File: config.mk
export PLATFORM = sky130hd
export DESIGN_NAME = commit_bus_arbiter
export DESIGN_NICKNAME = d
export VERILOG_FILES = /design/src/rtl/commit_bus_arbiter.sv
export SDC_FILE = /design/constraint.sdc
export NUM_CORES = 1
export LEC_CHECK = 0
export ABC_AREA = 1
export CAP_MARGIN = 20
export CORE_AREA = 2 2 218 220
export CTS_CLUSTER_SIZE = 25
export DETAILED_ROUTE_END_ITERATION = 7
export DIE_AREA = 0 0 220 222
export PLACE_DENSITY = 0.46
export SLEW_MARGIN = 10
export SYNTH_ARGS = -nofsm -noshare
export SYNTH_HDL_FRONTEND = slang
export SYNTH_SLANG_ARGS = --single-unit
File: constraint.sdc
create_clock -name Clock -period 2.95 [get_ports Clock]
set_clock_uncertainty 0.15 [all_clocks]
set_input_delay 0.4425 -clock Clock [delete_from_list [all_inputs] [get_ports Clock]]
set_output_delay 0.4425 -clock Clock [all_outputs]
set_load 0.01 [all_outputs]
File: src/rtl/commit_bus_arbiter.sv
// -----------------------------------------------------------------------------
// commit_bus_arbiter
//
// Chooses at most one finished execution station per clock and drives the
// single shared commit bus. The winning station receives a one-cycle grant
// pulse. Its packet is registered onto oCommitBus, together with
// oCommitValid, for the register file and for operand forwarding.
//
// A station whose grant is currently visible is masked out of the next
// arbitration. That station is still holding its request during that cycle,
// and without the mask it would win twice.
//
// Build option:
//   COMMIT_ARB_FIXED_PRIORITY_EN  defined   -> lowest-index eligible station
//                                              wins; no pointer register.
//                                 undefined -> round-robin from pointer p,
//                                              with p <- winner+1 after each
//                                              grant.
//
// Ports:
//   Clock         in   system clock, rising edge
//   Reset         in   asynchronous active-low reset
//   iRequest      in   [NUM_STATIONS]  bit i = station i has a finished result
//   iCommitData   in   [NUM_STATIONS*PACKET_W]  station i packet at
//                      [i*PACKET_W +: PACKET_W]
//   iStall        in   register file cannot take a commit this cycle
//   oGrant        out  [NUM_STATIONS]  one-hot grant pulse to the winner
//   oCommitValid  out  oCommitBus carries a valid commit this cycle
//   oCommitBus    out  [PACKET_W]  registered winning packet (holds when idle)
// -----------------------------------------------------------------------------
module commit_bus_arbiter #(
  parameter int NUM_STATIONS = 4,
  parameter int PACKET_W     = 111,
  parameter int PTR_W        = 2
) (
  input  logic                             Clock,
  input  logic                             Reset,
  input  logic [NUM_STATIONS-1:0]          iRequest,
  input  logic [NUM_STATIONS*PACKET_W-1:0] iCommitData,
  input  logic                             iStall,
  output logic [NUM_STATIONS-1:0]          oGrant,
  output logic                             oCommitValid,
  output logic [PACKET_W-1:0]              oCommitBus
);

  localparam int IDX_W = (NUM_STATIONS > 1) ? $clog2(NUM_STATIONS) : 1;

  logic [NUM_STATIONS-1:0] grant_q, grant_d;
  logic                    valid_q, valid_d;
  logic [PACKET_W-1:0]     bus_q, bus_d;

  logic [NUM_STATIONS-1:0] eligible;
  logic                    found;
  logic [IDX_W-1:0]        win_idx;
  logic [PACKET_W-1:0]     pkt [NUM_STATIONS];

  // Split the flat packet vector into one packet per station.
  generate
    for (genvar gi = 0; gi < NUM_STATIONS; gi++) begin : g_pkt
      assign pkt[gi] = iCommitData[gi*PACKET_W +: PACKET_W];
    end
  endgenerate

  // The station granted last cycle still asserts its request and must not win
  // again straight away.
  assign eligible = iRequest & ~grant_q;

`ifdef COMMIT_ARB_FIXED_PRIORITY_EN

  // Walk from the top index down, so that the lowest eligible index is the
  // last assignment and therefore wins.
  always_comb begin
    found   = 1'b0;
    win_idx = '0;
    for (int k = NUM_STATIONS - 1; k >= 0; k--) begin
      if (eligible[k]) begin
        found   = 1'b1;
        win_idx = IDX_W'(k);
      end
    end
  end

`else

  logic [PTR_W-1:0] ptr_q, ptr_d;
  // One extra bit holds ptr + offset before it wraps back into range.
  logic [IDX_W:0]   cand;

  // Search p, p+1, ... with wrap-around. The first eligible station wins.
  always_comb begin
    found   = 1'b0;
    win_idx = '0;
    cand    = '0;
    for (int k = 0; k < NUM_STATIONS; k++) begin
      cand = (IDX_W+1)'(ptr_q) + (IDX_W+1)'(k);
      if (cand >= (IDX_W+1)'(NUM_STATIONS)) begin
        cand = cand - (IDX_W+1)'(NUM_STATIONS);
      end
      if (!found && eligible[cand[IDX_W-1:0]]) begin
        found   = 1'b1;
        win_idx = cand[IDX_W-1:0];
      end
    end
  end

  // The pointer moves only when a grant is actually issued.
  always_comb begin
    ptr_d = ptr_q;
    if (!iStall && found) begin
      ptr_d = (win_idx == IDX_W'(NUM_STATIONS - 1)) ? '0
                                                    : PTR_W'(win_idx) + PTR_W'(1);
    end
  end

  always_ff @(posedge Clock or negedge Reset) begin
    if (!Reset) begin
      ptr_q <= '0;
    end else begin
      ptr_q <= ptr_d;
    end
  end

`endif

  // Register the winner. Idle or stalled cycles clear grant and valid and
  // leave the bus holding its last packet.
  always_comb begin
    grant_d = '0;
    valid_d = 1'b0;
    bus_d   = bus_q;
    if (!iStall && found) begin
      grant_d[win_idx] = 1'b1;
      valid_d          = 1'b1;
      bus_d            = pkt[win_idx];
    end
  end

  always_ff @(posedge Clock or negedge Reset) begin
    if (!Reset) begin
      grant_q <= '0;
      valid_q <= 1'b0;
      bus_q   <= '0;
    end else begin
      grant_q <= grant_d;
      valid_q <= valid_d;
      bus_q   <= bus_d;
    end
  end

  assign oGrant       = grant_q;
  assign oCommitValid = valid_q;
  assign oCommitBus   = bus_q;

endmodule
==> impl_metrics.csv <==
group,metric,value,unit
run_status,run_status,"completed",
detailed_routing,drt_first_iter_violations,795,
grt,grt_first_pass_wirelength,77600,um
critical_path,worst-endpoint-arrival,2.77,ns
detailed_routing,drt-pass1-iter-count,5,
final_layout,areaGrowthSynthToFinish,73.9,%
critical_path,timing.critical_path.to_type,"register",
critical_path,critical_path_required,3.12,ns
critical_path,worst-path-max-fanout,53,
yosys,postSynthNetCount,2008,
yosys,mappedNetlistArea,0.00960,mm^2
grt,grt.total_usage,0.209,
clock_network,cts_num_sinks,118,
min_path,path_type_of_the_worst_min_delay_path,"reg2reg",
yosys,avgSynthCellArea,6.17,um^2
critical_path,crit_type,"reg2reg",
sta,maxClockFrequency,385,MHz
sta,post-route-min-period,2.60,ns
detailed_routing,vias,12660,
clock_network,tritoncts,"built",
pwr,finalPower,20.0,mW
yosys,netlist_instances,1557,
sta,final.setup.tns,0,ns
final_layout,design.final.nets,2503,
die,floorplan.core_area,0.0463,mm^2
detailed_routing,drt_drc_violations_left,0,
grt,vias_in_the_first_global_route,12972,
die,initial_core_util,0.208,
final_layout,most-common-layout-cells,"clkdlybuf4s50_1 (565), nand2_1 (468), nand3_1 (351)",
clock_network,cell_at_the_root_of_the_clock_tree,"clkbuf_16",
die,row_count,79,
final_layout,final_layout_size_suffix_gt1_frac,0.0484,
sta,worst_slew_margin_rel,0.628,
clock_network,cts.htree.levels,4,
sta,setup_viol,0,
detailed_routing,route.final.wire_length,52300,um
detailed_routing,via_per_inst,4.72,
final_layout,layout.cells.most_common,"clkdlybuf4s50_1",
critical_path,startpoint_type,"register",
clock_network,clk_path_buf_depth,2,
detailed_routing,drtAntennaViolNets,0,
pwr,power-per-cell-area,1200,mW/mm^2
final_layout,fill_cells,4982,
yosys,synth.area.top_cells,"dfrtp_1 (31%), nand3_1 (18%), nand2_1 (18%), nand4_1 (14%), inv_1 (9.1%)",
clock_network,tritoncts.num_buffers,17,
yosys,netlist-cell-type-count,19,
pwr,power_leakage,8.03,nW
sta,timing_max_transition_violations_final,0,
yosys,proportion_of_synthesized_chip_area_in_sequential_cells,0.307,
sta,rsz0062_at_grt,"false",
die,io-pin-count,567,
sta,fin_crit_sh,0.882,
detailed_routing,route.detailed.wl_per_inst,19.5,um
place,post-place-ws,0.122,ns
place,gpl.final_weighted_congestion,0.884,
place,postPlaceCellArea,0.0161,mm^2
yosys,ys.warnings.count,0,
yosys,synth.ff_latch_count,118,
sta,worst_slack,0.349,ns
yosys,post-synth-top-area-fraction,0.307,
sta,final_hold_violating_endpoints,0,
grt,grt_start_max_net_pins,94,
yosys,synth_area_leader_cell,"dfrtp_1",
clock_network,clock_latency_of_the_later_clocked_register_in_the_worst_skew_pair,0.44,ns
die,die_x,220,um
pwr,worst_ir_drop_vdd,944,uV
die,die_area,0.0488,mm^2
final_layout,layout.core_utilization,0.361,
clock_network,post_cts_setup_bufs,0,
grt,grt_remaining_overflow,0,
sta,worst-slew-pin-transition,0.558,ns
place,buffer_ports.inserted,566,
grt,grt_antenna_before_repair,15,
die,die_y,222,um
place,hpwl,38600,um
run,number_of_maximum_capacitance_violations,0,
clock_network,clk_pin_slew_worst_paths,0.06,ns
final_layout,final_area,0.0167,mm^2
==> through the flow <==
step	instances	hold WS (ns)
CTS	2672	0.348
global route	2677	0.364
global placement	2639	0.247
floorplan	1557	-0.00309
detailed placement	2639	0.247
finish	2680	0.343
==> cell usage after synthesis <==
master,number
a21oi_1,1
buf_1,5
buf_2,80
buf_4,7
buf_6,8
clkbuf_1,46
dfrtp_1,118
inv_1,232
inv_2,2
inv_4,1
nand2_1,468
nand2_2,6
nand3_1,351
nand3_4,2
nand4_1,222
nand4_4,1
nor2_1,4
nor3_1,1
o21ai_0,2
==> critical path: stages (launching register included) <==
cell,delay [ns]
dfrtp_1,0.58
inv_4,0.13
nand2_1,0.08
nand2_1,0.10
nand3_1,0.11
nand2_2,0.10
nand2_2,0.11
nand2_1,0.13
nand2_8,0.12
buf_4,0.46
nand4_1,0.15
nand3_1,0.15
nand3_1,0.08
==> path summary, 6_finish.rpt <==
path | from | to | slack (ns) | cells past startpoint
worst max-delay path | ptr_q[0] | oCommitBus[34] | 0.35 | 12
worst min-delay path | oCommitBus[46] | oCommitBus[46] | 0.34 | 2
worst max register to register | ptr_q[0] | oCommitBus[34] | 0.35 | 12
worst min register to register | oCommitBus[46] | oCommitBus[46] | 0.34 | 2
max in group asynchronous | Reset | oCommitBus[18] | 1.57 | 3
min in group asynchronous | Reset | oCommitBus[69] | 0.36 | 2
==> sequential cells by signal, indices dropped and copies added (netlist names) <==
signal and flops:
oCommitBus 111, oCommitValid 1, oGrant 4, ptr_q 2
==> logic make-up (layout without fill, tap and decap cells) <==
group | Yosys count | in the layout | share of synthesized area
compound gates | 3 | 3 | 0.00156
buf+inv | 381 | 889 | 0.169
flops | 118 | 118 | 0.307
simple gates | 1055 | 1055 | 0.522
other cells | 0 | 8 | 0
==> timing repair <==
item | in CTS | in global routing
setup endpoints to repair | 0 | 0
hold buffers | 1 | 0
gates resized for setup | 0 | 0
endpoints found under the hold margin | 37 | 0
==> layer usage <==
metal,global-route usage,vias up,share of wire
met5,0,-,0.0016
met4,0.0725,12,0.025
met3,0.0709,60,0.097
met2,0.350,509,0.47
met1,0.246,5940,0.40
li1,-,6139,-
==> power by group <==
| part | switching, mW | total [mW] | internal (mW) | leakage, nW |
|---|---|---|---|---|
| clock | 0.870 | 2.27 | 1.40 | 0.295 |
| sequential | 0.491 | 3.00 | 2.51 | 1.45 |
| combinational | 8.95 | 14.7 | 5.76 | 6.29 |
| total | 10.3 | 20.0 | 9.67 | 8.03 |
==> layout make-up <==
class / instances / area, um^2 / area share
multi-input combinational: 1058 / 5060 / 0.303
tap: 607 / 759 / 0.0455
clock inverter: 11 / 149 / 0.00891
timing repair buffer: 622 / 6400 / 0.383
sequential: 118 / 2950 / 0.177
clock buffer: 21 / 470 / 0.0282
antenna: 8 / 20.0 / 0.00120
inverter: 235 / 887 / 0.0531
(Power assumes the default switching activity.)
